<file path="config.mk">
export PLATFORM = sky130hd
export DESIGN_NAME = stall_flush_unit
export DESIGN_NICKNAME = d
export VERILOG_FILES = /design/src/rtl/stall_flush_unit.sv
export SDC_FILE = /design/constraint.sdc
export NUM_CORES = 1
export LEC_CHECK = 0
export CAP_MARGIN = 25
export CORE_MARGIN = 10
export CORE_UTILIZATION = 30
export DETAILED_ROUTE_END_ITERATION = 12
export GPL_ROUTABILITY_DRIVEN = 0
export HOLD_SLACK_MARGIN = 0.05
export PLACE_DENSITY = 0.69
export RECOVER_POWER = 25
export SKIP_CTS_REPAIR_TIMING = 1
export SYNTH_ARGS = -nofsm -noshare
export SYNTH_HDL_FRONTEND = slang
export SYNTH_SLANG_ARGS = --single-unit
</file>
<file path="constraint.sdc">
create_clock -name clk -period 4 [get_ports clk]
set_input_delay 0.8 -clock clk [delete_from_list [all_inputs] [get_ports clk]]
set_output_delay 0.8 -clock clk [all_outputs]
set_load 0.05 [all_outputs]
</file>
<file path="src/rtl/stall_flush_unit.sv">
// stall_flush_unit: stall and flush control for the 5-stage core.
// Covers load-use, taken branches, R15 writes and multi-cycle multiplies.
module stall_flush_unit #(
  parameter int MUL_CYCLES = 4
) (
  input  logic       clk,
  input  logic       reset_n,
  input  logic [3:0] RA1D,
  input  logic [3:0] RA2D,
  input  logic [3:0] WA3E,
  input  logic       RegWriteE,
  input  logic       MemtoRegE,
  input  logic       PCSrcD,
  input  logic       BranchTakenE,
  input  logic       MulStartE,
  output logic       StallF,
  output logic       StallD,
  output logic       StallE,
  output logic       FlushD,
  output logic       FlushE,
  output logic       FlushM,
  output logic       PCWrPendF,
  output logic       MulBusy
);

  typedef enum logic {
    IDLE = 1'b0,
    BUSY = 1'b1
  } mul_state_e;

  // Counter preload: cycles left after the start cycle and the final cycle.
  localparam logic [3:0] CNT_INIT =
    (MUL_CYCLES > 2) ? 4'(MUL_CYCLES - 2) : 4'd0;

  mul_state_e state_q, state_d;
  logic [3:0] cnt_q, cnt_d;
  logic       pc_e_q, pc_e_d;
  logic       pc_m_q, pc_m_d;
  logic       pc_w_q, pc_w_d;

  logic mul_busy;
  logic ldr_stall;
  logic src_hit;
  logic pc_pend;
  logic stall_f, stall_d, stall_e;
  logic flush_d, flush_e, flush_m;

  // Hazard detection and raw stall/flush terms.
  always_comb begin
    mul_busy  = 1'b0;
    src_hit   = 1'b0;
    ldr_stall = 1'b0;
    pc_pend   = 1'b0;
    unique case (state_q)
      IDLE: mul_busy = MulStartE;
      BUSY: mul_busy = (cnt_q != 4'd0);
      default: mul_busy = 1'b0;
    endcase
    src_hit   = (WA3E == RA1D) | (WA3E == RA2D);
    ldr_stall = RegWriteE & MemtoRegE & ~mul_busy & src_hit;
    pc_pend   = PCSrcD | pc_e_q | pc_m_q;
    stall_f   = ldr_stall | pc_pend | mul_busy;
    stall_d   = ldr_stall | mul_busy;
    stall_e   = mul_busy;
    flush_d   = ~stall_d & (pc_pend | pc_w_q | BranchTakenE);
    flush_e   = ~mul_busy & (ldr_stall | BranchTakenE);
    flush_m   = mul_busy;
  end

  // Outputs are held low for as long as reset is asserted.
  always_comb begin
    StallF    = reset_n & stall_f;
    StallD    = reset_n & stall_d;
    StallE    = reset_n & stall_e;
    FlushD    = reset_n & flush_d;
    FlushE    = reset_n & flush_e;
    FlushM    = reset_n & flush_m;
    PCWrPendF = reset_n & pc_pend;
    MulBusy   = reset_n & mul_busy;
  end

  // Next state of the PC-write tracking bits as the write moves down.
  always_comb begin
    pc_e_d = PCSrcD;
    pc_m_d = pc_e_q;
    pc_w_d = pc_m_q;
    if (flush_e) begin
      pc_e_d = 1'b0;
    end else if (stall_e) begin
      pc_e_d = pc_e_q;
    end
    if (stall_e) begin
      pc_m_d = 1'b0;
    end
  end

  // Multiply occupancy FSM; a new start is ignored while busy.
  always_comb begin
    state_d = state_q;
    cnt_d   = cnt_q;
    unique case (state_q)
      IDLE: begin
        if (MulStartE) begin
          state_d = BUSY;
          cnt_d   = CNT_INIT;
        end
      end
      BUSY: begin
        if (cnt_q != 4'd0) begin
          cnt_d = cnt_q - 4'd1;
        end else begin
          state_d = IDLE;
        end
      end
      default: begin
        state_d = IDLE;
        cnt_d   = 4'd0;
      end
    endcase
  end

  // State registers with synchronous active-low reset.
  always_ff @(posedge clk) begin
    if (!reset_n) begin
      state_q <= IDLE;
      cnt_q   <= 4'd0;
      pc_e_q  <= 1'b0;
      pc_m_q  <= 1'b0;
      pc_w_q  <= 1'b0;
    end else begin
      state_q <= state_d;
      cnt_q   <= cnt_d;
      pc_e_q  <= pc_e_d;
      pc_m_q  <= pc_m_d;
      pc_w_q  <= pc_w_d;
    end
  end

endmodule

</file>
==> flow_metrics.py, run 1 <==
metrics = {
    "timing": {
        "min_period_ns": 3.43,
        "hold_slack_ns": 0.478,
        "timing.final.ws_setup_ns": 0.569,
        "finalMaxSlewViolations": 0,
        "hold_violations": 0,
        "fin_crit_sh_pct": 85.8,
        "worstMarginPinSlew_ns": 0.523,
        "slew_headroom_pct": 65.0,
        "finalSetupTns_ns": 0,
        "skew_ns": 0.00396,
        "finalSetupViolCount": 0,
        "rsz0062_at_grt": "false",
        "clock.fmax_mhz": 291,
    },
    "clock_network": {
        "cts_buffers": 3,
        "insertion_delay_ns": 0.26,
        "cts_root_buf": "clkbuf_4",
        "cts_tree": "built",
        "clk_pin_slew_ns": 0.06,
        "cts_max_level": 1,
        "cts_sinks": 8,
        "cts_buffer_depth": 2,
    },
    "global_route": {
        "gr-total-overflow": 0,
        "grt_util_met3_pct": 6.27,
        "gr-usage-all-layers_pct": 7.08,
        "grt_pass1_wl_mm": 2.29,
        "grt_use_met2_pct": 10.6,
        "grt_max_degree": 10,
        "antenna_found_initial": 0,
        "use_met1_pct": 6.88,
        "grt.busiest_layer": "met2",
        "grt_pass1_vias": 523,
    },
    "power": {
        "ir_worst_vdd_v": 0.000108,
        "cellLeakagePower_nw": 0.337,
        "powerDensity_nw_per_um2": 306,
    },
    "floorplanning": {
        "die_w_um": 62.4,
        "dieArea_um2": 3890,
        "dieHeight_um": 62.4,
        "core_area_um2": 1710,
        "initial_core_util_pct": 31.5,
        "rows": 15,
        "ios": 27,
    },
    "min_path": {
        "min_path_type": "reg2reg",
    },
    "yosys": {
        "synth_largest_area_cell": "dfxtp_1",
        "ys_seq_elements": 8,
        "netlist_instances": 61,
        "netlist_top_cells_area": "dfxtp_1 30%, xor2_1 13%, ha_1 4.7%",
        "synth_edf_count": 0,
        "async_reset_ff_share_pct": 0,
        "yosysSeqAreaShare_pct": 29.8,
        "ys_types": 27,
        "syn_area_per_cell_um2": 8.82,
        "synth_top_cell_area_share_pct": 29.8,
        "synth_common_cells": "8 x dfxtp_1, 8 x xor2_1, 5 x nand2_1, 4 x a21oi_1, 4 x inv_1",
        "yosys_warnings": 0,
        "syn-num-nets": 82,
        "synth_area_um2": 538,
        "synth_flop_cell": "dfxtp_1",
    },
    "worst_setup_path": {
        "critPathCaptureType": "output port",
        "path_delay_family": "buffers and inverters",
        "cp_max_fo": 8,
        "path_buf_inv": 3,
        "cpPeakStageDelay_ns": 0.84,
        "critPathLaunchType": "input port",
        "cp_cell_sequence": "dlygate4sd3_1, inv_1, nor2_1, clkdlybuf4s50_1",
        "critPathArrivalTime_ns": 2.63,
        "reg2reg_depth": 6,
        "rrSetupSlack_ns": 2.26,
        "crit_type": "in2out",
        "worstSetupEndpoint": "StallE",
        "startpoint": "reset_n",
        "crit_required_ns": 3.20,
        "critical_path.slowest_cell": "clkdlybuf4s50_1",
        "crit-reg2reg-launch": "cnt_q[0]",
        "reg2reg_to": "pc_e_q",
        "cp.depth": 4,
    },
    "placed_design": {
        "portBuffers": 26,
        "hpwl_mm": 1.17,
        "place_worst_setup_slack_ns": 0.602,
        "place_inst": 108,
    },
    "detailed_routing": {
        "avgViaCountPerCell": 4.62,
        "dr.pass1.iters": 4,
        "post_drt_wl_per_cell_um": 12.5,
        "wl_mm": 1.39,
        "first_iter_violations": 8,
        "antenna_left": 0,
        "via_count": 513,
        "drc": 0,
    },
    "layout": {
        "drive_gt1_share_pct": 15.1,
        "area_delta_synth_final_pct": 49.5,
        "fin_cells": 111,
        "diodes": 0,
        "nets": 109,
        "num-fill-cells": 164,
    },
    "outcome": {
        "status": "finished clean",
    },
    "run": {
        "drv_cap": 0,
    },
}
area by class of cell:
class | instances | area, µm² | share of cell area (%)
Clock buffer | 3 | 22.5 | 2.80
Inverter | 4 | 15.0 | 1.87
Multi-Input combinational cell | 45 | 325 | 40.4
Sequential cell | 8 | 160 | 19.9
Tap cell | 25 | 31.3 | 3.89
Timing Repair Buffer | 26 | 250 | 31.1
placed cells by master (no fill, tap or decap), drive strengths merged, types with 3 or more instances in the layout:
cell type / synthesis / final
buf: 4 / 4
clkdlybuf4s50: 0 / 21
a21oi: 4 / 4
nand2: 5 / 5
and3: 3 / 3
clkbuf: 0 / 3
nand3: 3 / 3
nor2: 3 / 3
dfxtp: 8 / 8
inv: 4 / 4
xor2: 8 / 8
worst min-delay path by stage:
stage,startpoint,to,slack [ns],depth (start not counted)
after floorplan,pc_m_q,pc_w_q,0.43,1
after global placement,pc_m_q,pc_w_q,0.46,1
after detailed placement,pc_m_q,pc_w_q,0.44,1
after CTS,pc_m_q,pc_w_q,0.48,1
after global routing,pc_m_q,pc_w_q,0.51,1
final,cnt_q[0],cnt_q[0],0.48,2
metrics by stage:
step                power [mW]  util [%]  instance area (µm²)
floorplan                0.154         -                  538
CTS                      0.248      47.1                  805
global route             0.261      47.1                  805
finish                   0.246      47.1                  805
global placement         0.184      45.8                  782
detailed placement       0.186      45.8                  782
cell families after synthesis:
| family | count (synthesis) | share of synthesized area [%] |
|---|---|---|
| AOI/OAI and AO/OA | 9 | 13.3 |
| adders and majority gates | 2 | 4.65 |
| and+or+nand+nor | 25 | 27.9 |
| xor gates and xnor gates | 9 | 14.7 |
| DFF | 8 | 29.8 |
| buffers and inverters | 8 | 9.77 |
report_power, final:
part           internal, mW  total, mW  switching (mW)
logic                0.0415     0.0947          0.0533
registers            0.0842     0.0882         0.00400
clock network        0.0345     0.0635          0.0291
total                 0.160      0.246          0.0863
routing by layer:
metal	part of all wire [%]	vias up
met5	0	-
met4	1.6	0
met1	38	221
met3	17	5
li1	-	261
met2	43	26
worst min-delay path, stage by stage (launching register included):
cell,delay (ns)
dfxtp_1,0.32
nand2_1,0.06
a21oi_1,0.05
sequential cells by signal (all words and copies together), names as in the netlist:
register  cells
pc_e_q        1
pc_m_q        1
cnt_q         4
pc_w_q        1
state_q       1
No activity file was read; power rests on OpenSTA's default activity.
==> inputs of run 2 (changes only) <==
--- a/config.mk
+++ b/config.mk
@@ -11,7 +11,7 @@
 export DETAILED_ROUTE_END_ITERATION = 12
 export GPL_ROUTABILITY_DRIVEN = 0
 export HOLD_SLACK_MARGIN = 0.05
-export PLACE_DENSITY = 0.69
+export PLACE_DENSITY = 0.71
 export RECOVER_POWER = 25
 export SKIP_CTS_REPAIR_TIMING = 1
 export SYNTH_ARGS = -nofsm -noshare
==> constraint.sdc (replaced) <==
create_clock -name clk -period 3 [get_ports clk]
set_input_delay 0.6 -clock clk [delete_from_list [all_inputs] [get_ports clk]]
set_output_delay 0.6 -clock clk [all_outputs]
set_load 0.05 [all_outputs]
==> run 2 against run 1 <==
Worst setup slack got worse by 0.45 ns. Clock skew is essentially flat. Core utilization up 4.5 points. Flip-flop and latch count unchanged. Largest power group unchanged. Largest cell class is now non-clock buffers. Global-route usage is 0.33 points higher. Clock power is 29% higher. Sequential power up 34%. Non-clock buffer count is the same.
==> flow_metrics.py, run 2 (same netlist as run 1, synthesis figures left out) <==
metrics = {
    "worst_setup_path": {
        "critPathCaptureType": "output port",
        "critical_path.slowest_cell": "clkdlybuf4s50_1",
        "path_delay_family": "buffers and inverters",
        "crit_type": "in2out",
        "cpPeakStageDelay_ns": 0.45,
        "critPathArrivalTime_ns": 2.28,
        "path_buf_inv": 2,
        "critPathLaunchType": "input port",
        "crit_required_ns": 2.40,
        "cp_max_fo": 5,
        "cp_cell_sequence": "clkdlybuf4s50_1, xor2_1, nor4_1, o211ai_1, a31oi_1, buf_12",
    },
    "power": {
        "swShare_pct": 33.6,
        "p_int_uw": 231,
        "power_frac_comb_pct": 42.6,
        "powerDensity_nw_per_um2": 394,
        "ir_worst_vdd_v": 0.000289,
        "cellLeakagePower_nw": 0.368,
        "clockPowerShare_pct": 23.5,
        "power_frac_seq_pct": 33.9,
        "switchingPower_uw": 117,
    },
    "layout": {
        "top_register": "cnt_q",
        "area_delta_synth_final_pct": 64.0,
        "seq_area_um2": 160,
        "drive_gt1_share_pct": 19.8,
        "mostFrequentLayoutCells": "17 x clkdlybuf4s50_1, 8 x xor2_1, 8 x dfxtp_1",
        "num-fill-cells": 166,
        "nets": 109,
        "largest_reg_flops": 4,
        "diodes": 0,
        "multi_input_area_um2": 325,
        "final_common_cell": "clkdlybuf4s50_1",
    },
    "floorplanning": {
        "dieArea_um2": 3890,
        "die_w_um": 62.4,
        "initial_core_util_pct": 31.5,
        "core_area_um2": 1710,
        "dieHeight_um": 62.4,
        "rows": 15,
        "ios": 27,
    },
    "global_route": {
        "grt_pass1_vias": 580,
        "antenna_found_initial": 0,
        "gr-total-overflow": 0,
        "grt_pass1_wl_mm": 2.39,
        "grt_max_degree": 10,
        "gr-usage-all-layers_pct": 7.40,
    },
    "clock_network": {
        "clk_pin_slew_ns": 0.05,
        "insertion_delay_ns": 0.25,
        "cts_max_level": 1,
        "cts_tree": "built",
        "cts_root_buf": "clkbuf_4",
        "cts_sinks": 8,
        "cts_buffer_depth": 2,
        "cts_buffers": 3,
    },
    "timing": {
        "finalMaxSlewViolations": 0,
        "skew_ns": 0.00404,
        "worstMarginPinSlew_ns": 0.544,
        "fin_crit_sh_pct": 96.0,
        "rsz0062_at_grt": "false",
        "slew_headroom_pct": 63.6,
        "min_period_ns": 2.88,
        "clock.fmax_mhz": 347,
        "hold_violations": 0,
        "hold_slack_ns": 0.476,
        "finalSetupTns_ns": 0,
        "finalSetupViolCount": 0,
    },
    "run": {
        "drv_cap": 0,
    },
    "detailed_routing": {
        "drc": 0,
        "via_count": 510,
        "dr.pass1.iters": 2,
        "first_iter_violations": 5,
        "antenna_left": 0,
        "avgViaCountPerCell": 4.59,
        "post_drt_wl_per_cell_um": 13.0,
        "wl_mm": 1.44,
    },
    "min_path": {
        "min_path_type": "reg2reg",
    },
    "placed_design": {
        "hpwl_mm": 1.25,
        "portBuffers": 26,
    },
    "outcome": {
        "status": "finished clean",
    },
}
[run 2: cell count changes in the layout (fill, tap and decap cells not counted), sizes merged]
cell,change
buf,+4
clkdlybuf4s50,-4
[run 2: worst reg2reg max path, cell delays in order, from the launching register on]
cell      delay, ns
dfxtp_1        0.32
inv_1          0.10
ha_1           0.14
or3b_1         0.47
a21boi_4       0.30
and4_1         0.22
a32o_2         0.11
[run 2: power by group through the flow]
stage                     Sequential (mW)  Clock [mW]  Combinational, mW
after floorplan                     0.117           0             0.0883
after global placement              0.120           0              0.148
after detailed placement            0.120           0              0.150
after CTS                           0.118      0.0849              0.150
after global routing                0.119      0.0880              0.158
final                               0.118      0.0819              0.148
[run 2: worst paths after layout]
check / start / endpoint / slack [ns] / depth (start not counted)
min: cnt_q[0] / cnt_q[0] / 0.48 / 2
max reg2reg: cnt_q[0] / pc_e_q / 1.29 / 6
max: WA3E[1] / StallF / 0.12 / 6
min reg2reg: cnt_q[0] / cnt_q[0] / 0.48 / 2
[run 2: metrics by stage]
stage	util, %	power (mW)	instances	worst slack [ns]	area, µm²
after floorplan	-	0.205	61	0.298	538
after CTS	51.6	0.353	111	0.108	882
after global routing	51.6	0.366	111	0.00992	882
after detailed placement	50.3	0.270	108	0.127	860
after global placement	50.3	0.267	108	0.198	860
final	51.6	0.348	111	0.120	882
[run 2: final cells by class]
| type | instances | share of cell area, % |
|---|---|---|
| clock buffer | 3 | 2.55 |
| sequential | 8 | 18.2 |
| timing repair buffer | 26 | 37.2 |
| inverter | 4 | 1.70 |
| multi-input combinational | 45 | 36.9 |
| tap | 25 | 3.55 |
[run 2: per-layer routing]
layer / global-route usage, % / share of wire, %
met1: 7.69 / 41
met5: 0 / 0
met3: 5.02 / 14
met4: 3.35 / 0
met2: 11.3 / 46
==> inputs of run 3 (changes only) <==
--- a/config.mk
+++ b/config.mk
@@ -8,6 +8,7 @@
 export CAP_MARGIN = 25
 export CORE_MARGIN = 10
 export CORE_UTILIZATION = 30
+export CTS_CLUSTER_SIZE = 28
 export DETAILED_ROUTE_END_ITERATION = 12
 export GPL_ROUTABILITY_DRIVEN = 0
 export HOLD_SLACK_MARGIN = 0.05
==> results of run 3 <==
The final DEF is identical to that of run 2; final timing and power are the same.
